[src/rtl/gray_monitor.sv]
// Tracks a 3-bit Gray-coded upstream counter: decodes each accepted sample,
// flags +1 steps, repeats and wraps, and latches an error on illegal sequences.
module gray_monitor #(
  parameter int WRAP_W = 4
) (
  input  logic              Clk,
  input  logic              Reset,
  input  logic              Valid,
  input  logic [2:0]        GrayIn,
  input  logic              Clear,
  output logic [2:0]        Bin,
  output logic              Step,
  output logic              Hold,
  output logic              Overflow,
  output logic [WRAP_W-1:0] WrapCnt,
  output logic              Error,
  output logic              Locked
);

  typedef enum logic [1:0] {
    IDLE  = 2'd0,
    TRACK = 2'd1,
    ERROR = 2'd2
  } state_t;

  // Declaration initialisers give the reset values from time zero.
  state_t            state     = IDLE;
  logic [2:0]        bin_q     = '0;
  logic              step_q    = 1'b0;
  logic              hold_q    = 1'b0;
  logic              ovf_q     = 1'b0;
  logic [WRAP_W-1:0] wrap_q    = '0;
  logic              err_q     = 1'b0;

  logic [2:0] dec;
  logic [2:0] bin_inc;

  always_comb begin
    dec[2]  = GrayIn[2];
    dec[1]  = GrayIn[2] ^ GrayIn[1];
    dec[0]  = GrayIn[2] ^ GrayIn[1] ^ GrayIn[0];
    bin_inc = bin_q + 3'd1;
  end

  always_ff @(posedge Clk) begin
    if (Reset) begin
      state  <= IDLE;
      bin_q  <= '0;
      step_q <= 1'b0;
      hold_q <= 1'b0;
      ovf_q  <= 1'b0;
      wrap_q <= '0;
      err_q  <= 1'b0;
    end else begin
      step_q <= 1'b0;
      hold_q <= 1'b0;
      if (Clear) begin
        state  <= IDLE;
        ovf_q  <= 1'b0;
        wrap_q <= '0;
        err_q  <= 1'b0;
      end else if (Valid) begin
        case (state)
          IDLE: begin
            bin_q <= dec;
            state <= TRACK;
          end
          TRACK: begin
            if (dec == bin_q) begin
              hold_q <= 1'b1;
            end else if (dec == bin_inc) begin
              bin_q  <= dec;
              step_q <= 1'b1;
              if (bin_q == 3'd7) begin
                ovf_q <= 1'b1;
                if (wrap_q != '1)
                  wrap_q <= wrap_q + WRAP_W'(1);
              end
            end else begin
              err_q <= 1'b1;
              state <= ERROR;
            end
          end
          default: ;
        endcase
      end
    end
  end

  assign Bin      = bin_q;
  assign Step     = step_q;
  assign Hold     = hold_q;
  assign Overflow = ovf_q;
  assign WrapCnt  = wrap_q;
  assign Error    = err_q;
  assign Locked   = (state == TRACK);

endmodule
[config.mk]
export PLATFORM = sky130hd
export DESIGN_NAME = gray_monitor
export DESIGN_NICKNAME = d
export VERILOG_FILES = /design/src/rtl/gray_monitor.sv
export SDC_FILE = /design/constraint.sdc
export NUM_CORES = 1
export LEC_CHECK = 0
export ABC_CLOCK_PERIOD_IN_PS = 2200
export CAP_MARGIN = 0
export CORE_UTILIZATION = 40
export CTS_CLUSTER_DIAMETER = 100
export CTS_CLUSTER_SIZE = 24
export DETAILED_ROUTE_END_ITERATION = 12
export GPL_ROUTABILITY_DRIVEN = 0
export HOLD_SLACK_MARGIN = 0.1
export PLACE_DENSITY = 0.81
export SYNTH_ARGS = -nofsm -noshare
export SYNTH_HDL_FRONTEND = slang
export SYNTH_SLANG_ARGS = --single-unit
export TNS_END_PERCENT = 1
[constraint.sdc]
create_clock -name Clk -period 2.2 [get_ports Clk]
set_input_delay 0.44 -clock Clk [delete_from_list [all_inputs] [get_ports Clk]]
set_output_delay 0.44 -clock Clk [all_outputs]
set_load 0.01 [all_outputs]
-- After elaboration in Yosys (flattened, before gate mapping)
Cells that the tools add are included.
- mux-type cells: 8
- bitwise operators: 7
- $add $sub $neg: 2
- reductions and logical operators: 10
- eq/ne operators: 8
- operators with widths (operator ; number):
    5-bit AND reduction ; 2
    4-bit AND reduction ; 2
    3-bit equality test ; 2
    3-bit 2-to-1 mux ; 2
    3-bit one-hot mux with 2 select lines ; 1
    6-bit AND reduction ; 1
    1-bit NOT ; 5
    5-bit OR reduction ; 1
    4-bit by 1-bit adder with 4-bit output, second input constant ; 1
    2-bit 2-to-1 mux ; 2
    2-bit != test, second input constant ; 2
    4-bit != test, second input constant ; 1
    2-bit one-hot mux with 2 select lines ; 1
    4-bit OR reduction ; 1
    3-bit by 1-bit adder with 3-bit output, second input constant ; 1
    3-bit equality test, second input constant ; 1
    2-bit by 1-bit equality test with 1-bit output, second input constant ; 1
    2-bit logical NOT ; 1
    1-bit 2-to-1 mux ; 2
    2-bit by 1-bit != test with 1-bit output, second input constant ; 1
    2-bit nonzero test ; 1
    2-bit OR reduction ; 1
    1-bit XOR ; 2
- bits of input ports: 7
- word-level logic and storage cells: 42
- output and inout bits: 12
- register bits: 13

-- Logic depth before layout (Yosys ltp)
- word-level depth: 6
- mapped depth: 8
- gate-level depth less buffers: 7

-- Least setup slack after synthesis
OpenSTA, ideal clock, no wires.
- path type: reg-to-reg
- start point: reg bin_q[0], in the netlist Bin[0]
- end point: reg wrap_q[0], in the netlist WrapCnt[0]
- data required time: 2.130 ns
- clock period less this slack: 2.416 ns
- setup slack: -0.216 ns
- cell stages (with the launch flop): 9
- data arrival time: 2.346 ns
- cell sequence: dfxtp_1 -> ha_1 -> ha_1 -> nand2_1 -> or4b_4 -> and3_1 -> buf_6 -> or4_1 -> a21oi_1
- longest elaborated chain between the ends: 3
- elaborated cells between the ends (all ways): 6
- classes of those cells: add/sub (1); eq/ne (3); bitwise (1); reduce/logical (1)
- ends and longest elaborated chain (item ; line ; source):
    start, declared ; 28 ; logic [2:0] bin_q = '0;
    start signal, assigned ; 48 ; bin_q <= '0;
    start signal, assigned ; 65 ; bin_q <= dec;
    start signal, assigned ; 72 ; bin_q <= dec;
    3-bit by 1-bit adder with 3-bit output / 3-bit equality test (equally long branches) ; 42, 69 ;
    3-bit equality test / 1-bit NOT (equally long branches) ; n/a ;
    6-bit AND reduction (no source line) (*) ; n/a ;
    end signal, assigned ; 77 ; wrap_q <= wrap_q + WRAP_W'(1);
    end, declared ; 32 ; logic [WRAP_W-1:0] wrap_q = '0;
Mark *: on every way between the ends. The rest lies on a longest branch, timed or not.
A chain may end at the register's enable or synchronous reset.

-- Final worst setup path
- start point: reg bin_q[1], in the netlist Bin[1]
- end point: reg wrap_q[0], in the netlist WrapCnt[0]
The elaborated chain is that of the path after synthesis.

==> results.sh <==
export IMPL_die_area_um2=1930
export IMPL_grt_usage_pct=19.4
export IMPL_fin_tns_setup_ps=0
export IMPL_die_h_um=44.0
export IMPL_cts_tree="yes"
export IMPL_ys_warn_count=0
export IMPL_clkSinkCount=13
export IMPL_wl_met3_um=46
export IMPL_maxSlewViolCount=0
export IMPL_yosys_top_cells_count="dfxtp_1, nor2_1, and3_1"
export IMPL_clk_latency_ps=270
export IMPL_die_w_um=44.0
export IMPL_multi_input_area_um2=473
export IMPL_vias_per_cell=5.77
export IMPL_min_path_type="reg -> reg"
export IMPL_drt_first_pass_iters=10
export IMPL_wl_per_cell_um=12.6
export IMPL_initial_core_util_pct=44.7
export IMPL_status="finished, violations left"
export IMPL_violations="DRC"
export IMPL_cts_root_buffer_cell="clkbuf_4"
export IMPL_max_freq_mhz=460
export IMPL_total_power_uw=500
export IMPL_p_per_area_nw_per_um2=469
export IMPL_leakage_nw=0.406
export IMPL_ys_async_sr_fraction_pct=0
export IMPL_setup_violations=0
export IMPL_worst_slew_pin_transition_ps=513
export IMPL_sw_frac_of_total_pct=25.4
export IMPL_drc=1
export IMPL_place_inst=120
export IMPL_rows=14
export IMPL_wl_um=1580
export IMPL_top_layer_used="met4"
export IMPL_drt_iter0_drc=13
export IMPL_cts_max_path_buffers=2
export IMPL_htreeDepth=1
export IMPL_startpoint_type="flop"
export IMPL_antenna_cells=0
export IMPL_yosys_top_cells_area="dfxtp_1, ha_1, and3_1, nor2_1, a31oi_1"
export IMPL_met2_length_um=766
export IMPL_ios=19
export IMPL_syn_inst=77
export IMPL_final_nets=120
export IMPL_synth_nets=87
export IMPL_dp_worst_setup_slack_ps=-193
export IMPL_ys_seq_elements=13
export IMPL_nFillCells=125
export IMPL_clkPwrFrac_pct=28.1
export IMPL_fin_ws_ps=26.0
export IMPL_final_setup_skew_ps=1.75
export IMPL_grt_pass1_vias=645
export IMPL_wl_met1_um=748
export IMPL_ant_nets=0
export IMPL_synth_top_area_share_pct=36.9
export IMPL_synth_most_common_cell="dfxtp_1"
export IMPL_grt_pass1_wl_um=2720
export IMPL_synth_distinct_cells=36
export IMPL_ys_seq_area_share_pct=36.9
export IMPL_dr_total_vias=721
export IMPL_core_um2=1580
export IMPL_netSwitchingPower_uw=127
export IMPL_seq_power_share_pct=49.1
export IMPL_grt_antenna_before_repair=0
export IMPL_clkTransAtPathRegs_ps=70
export IMPL_power_frac_comb_pct=22.8
export IMPL_crit_fanout=6
export IMPL_syn_to_final_growth_pct=51.2
export IMPL_p_int_uw=373
export IMPL_overflow=0
export IMPL_worst_setup_path_end_kind="flop"
export IMPL_syn_cell_area_um2=704
export IMPL_cts_buffers=3
export IMPL_slew_headroom_pct=65.7
export IMPL_cp_required_ps=2400
export IMPL_vdd_drop_max_uv=215
export IMPL_grt_max_degree=9
export IMPL_critPathArrivalTime_ps=2380
export IMPL_hpwl_um=1240
export IMPL_synth_top_cell_by_area="dfxtp_1"
export IMPL_drive_gt1_share_pct=25.7
export IMPL_synthFlopType="dfxtp_1"
export IMPL_port_buffers=18
export IMPL_fin_crit_sh_pct=98.8
export IMPL_fin_cells=125
export IMPL_fin_crit_ps=2170
export IMPL_avgSynthCellArea_um2=9.15
export IMPL_synth_edf_count=0
export IMPL_area_sequential_um2=268
export IMPL_critPathKind="reg -> reg"
export IMPL_rsz0062_at_grt="true"
export IMPL_maxCapViolCount=0
export IMPL_final_hold_violation_count=0
[state kept, by name (all words and copies together) (netlist names)]
| name | flops |
|---|---|
| Hold | 1 |
| Error | 1 |
| WrapCnt | 4 |
| state | 2 |
| Overflow | 1 |
| Bin | 3 |
| Step | 1 |
[stage by stage]
stage	instance area [µm²]	hold slack (ps)	utilization (%)
after floorplan	742	474	-
after global placement	1010	449	64.0
after detailed placement	1010	455	64.0
after CTS	1050	473	66.6
after global routing	1060	496	67.5
final	1060	468	67.5
[cell type report]
| cell class | instances | area share (%) |
|---|---|---|
| clock buffers | 4 | 2.47 |
| multi-input cells | 61 | 44.4 |
| flip-flops and latches | 13 | 25.1 |
| well taps | 16 | 1.88 |
| repair buffers | 31 | 26.1 |
[timing repair]
action                                  CTS  global route
gates resized for setup                   2             2
buffers inserted                          1             0
pin swaps                                 3             2
hold buffers                              0             0
cloned                                    0             0
endpoints found under the setup margin    1             5
[critical path: stages (launching register included)]
cell and delay [ps]:
dfxtp_4 350, ha_4 160, ha_4 270, nand2_1 50, or4b_4 520, and3_4 210
or4_4 420, a21oi_2 130
[cells by family after synthesis]
| family | Yosys count | synth area share (%) |
|---|---|---|
| compound gates | 19 | 19.4 |
| xor+xnor | 3 | 3.73 |
| fa+ha+maj | 3 | 5.33 |
| mux | 2 | 2.84 |
| flops | 13 | 36.9 |
| simple gates | 34 | 28.4 |
| buf+inv | 3 | 3.37 |
[power by group through the flow]
stage | sequential [mW] | combinational, mW | clock [mW]
floorplan | 0.254 | 0.0576 | 0
global placement | 0.252 | 0.105 | 0
detailed placement | 0.252 | 0.109 | 0
CTS | 0.245 | 0.112 | 0.146
global route | 0.246 | 0.125 | 0.157
finish | 0.245 | 0.114 | 0.140
[final timing paths]
path	start	endpoint	slack, ps	cells past startpoint
setup / recovery	Bin[1]	WrapCnt[0]	30	7
hold / removal	Overflow	Overflow	470	1
setup reg to reg	Bin[1]	WrapCnt[0]	30	7
hold reg to reg	Overflow	Overflow	470	1
[routing by layer]
| metal | vias to the layer above | GRT usage (%) |
|---|---|---|
| li1 | 360 | - |
| met1 | 342 | 23.0 |
| met2 | 17 | 32.2 |
| met3 | 2 | 2.92 |
| met4 | 0 | 12.7 |
| met5 | - | 0 |
[placed cells by master, fill, tap and decap left out, types with 3 or more instances in the layout]
cell type and instances:
dfxtp_1 11, buf_4 13, nand3_1 4, clkdlybuf4s50_1 18
nand2_1 4, a211oi_1 3, clkbuf_4 3, nor2_1 7
and3_1 4, a31oi_1 4, nor2b_1 3
Note: power is estimated with default switching activity, not from simulation.
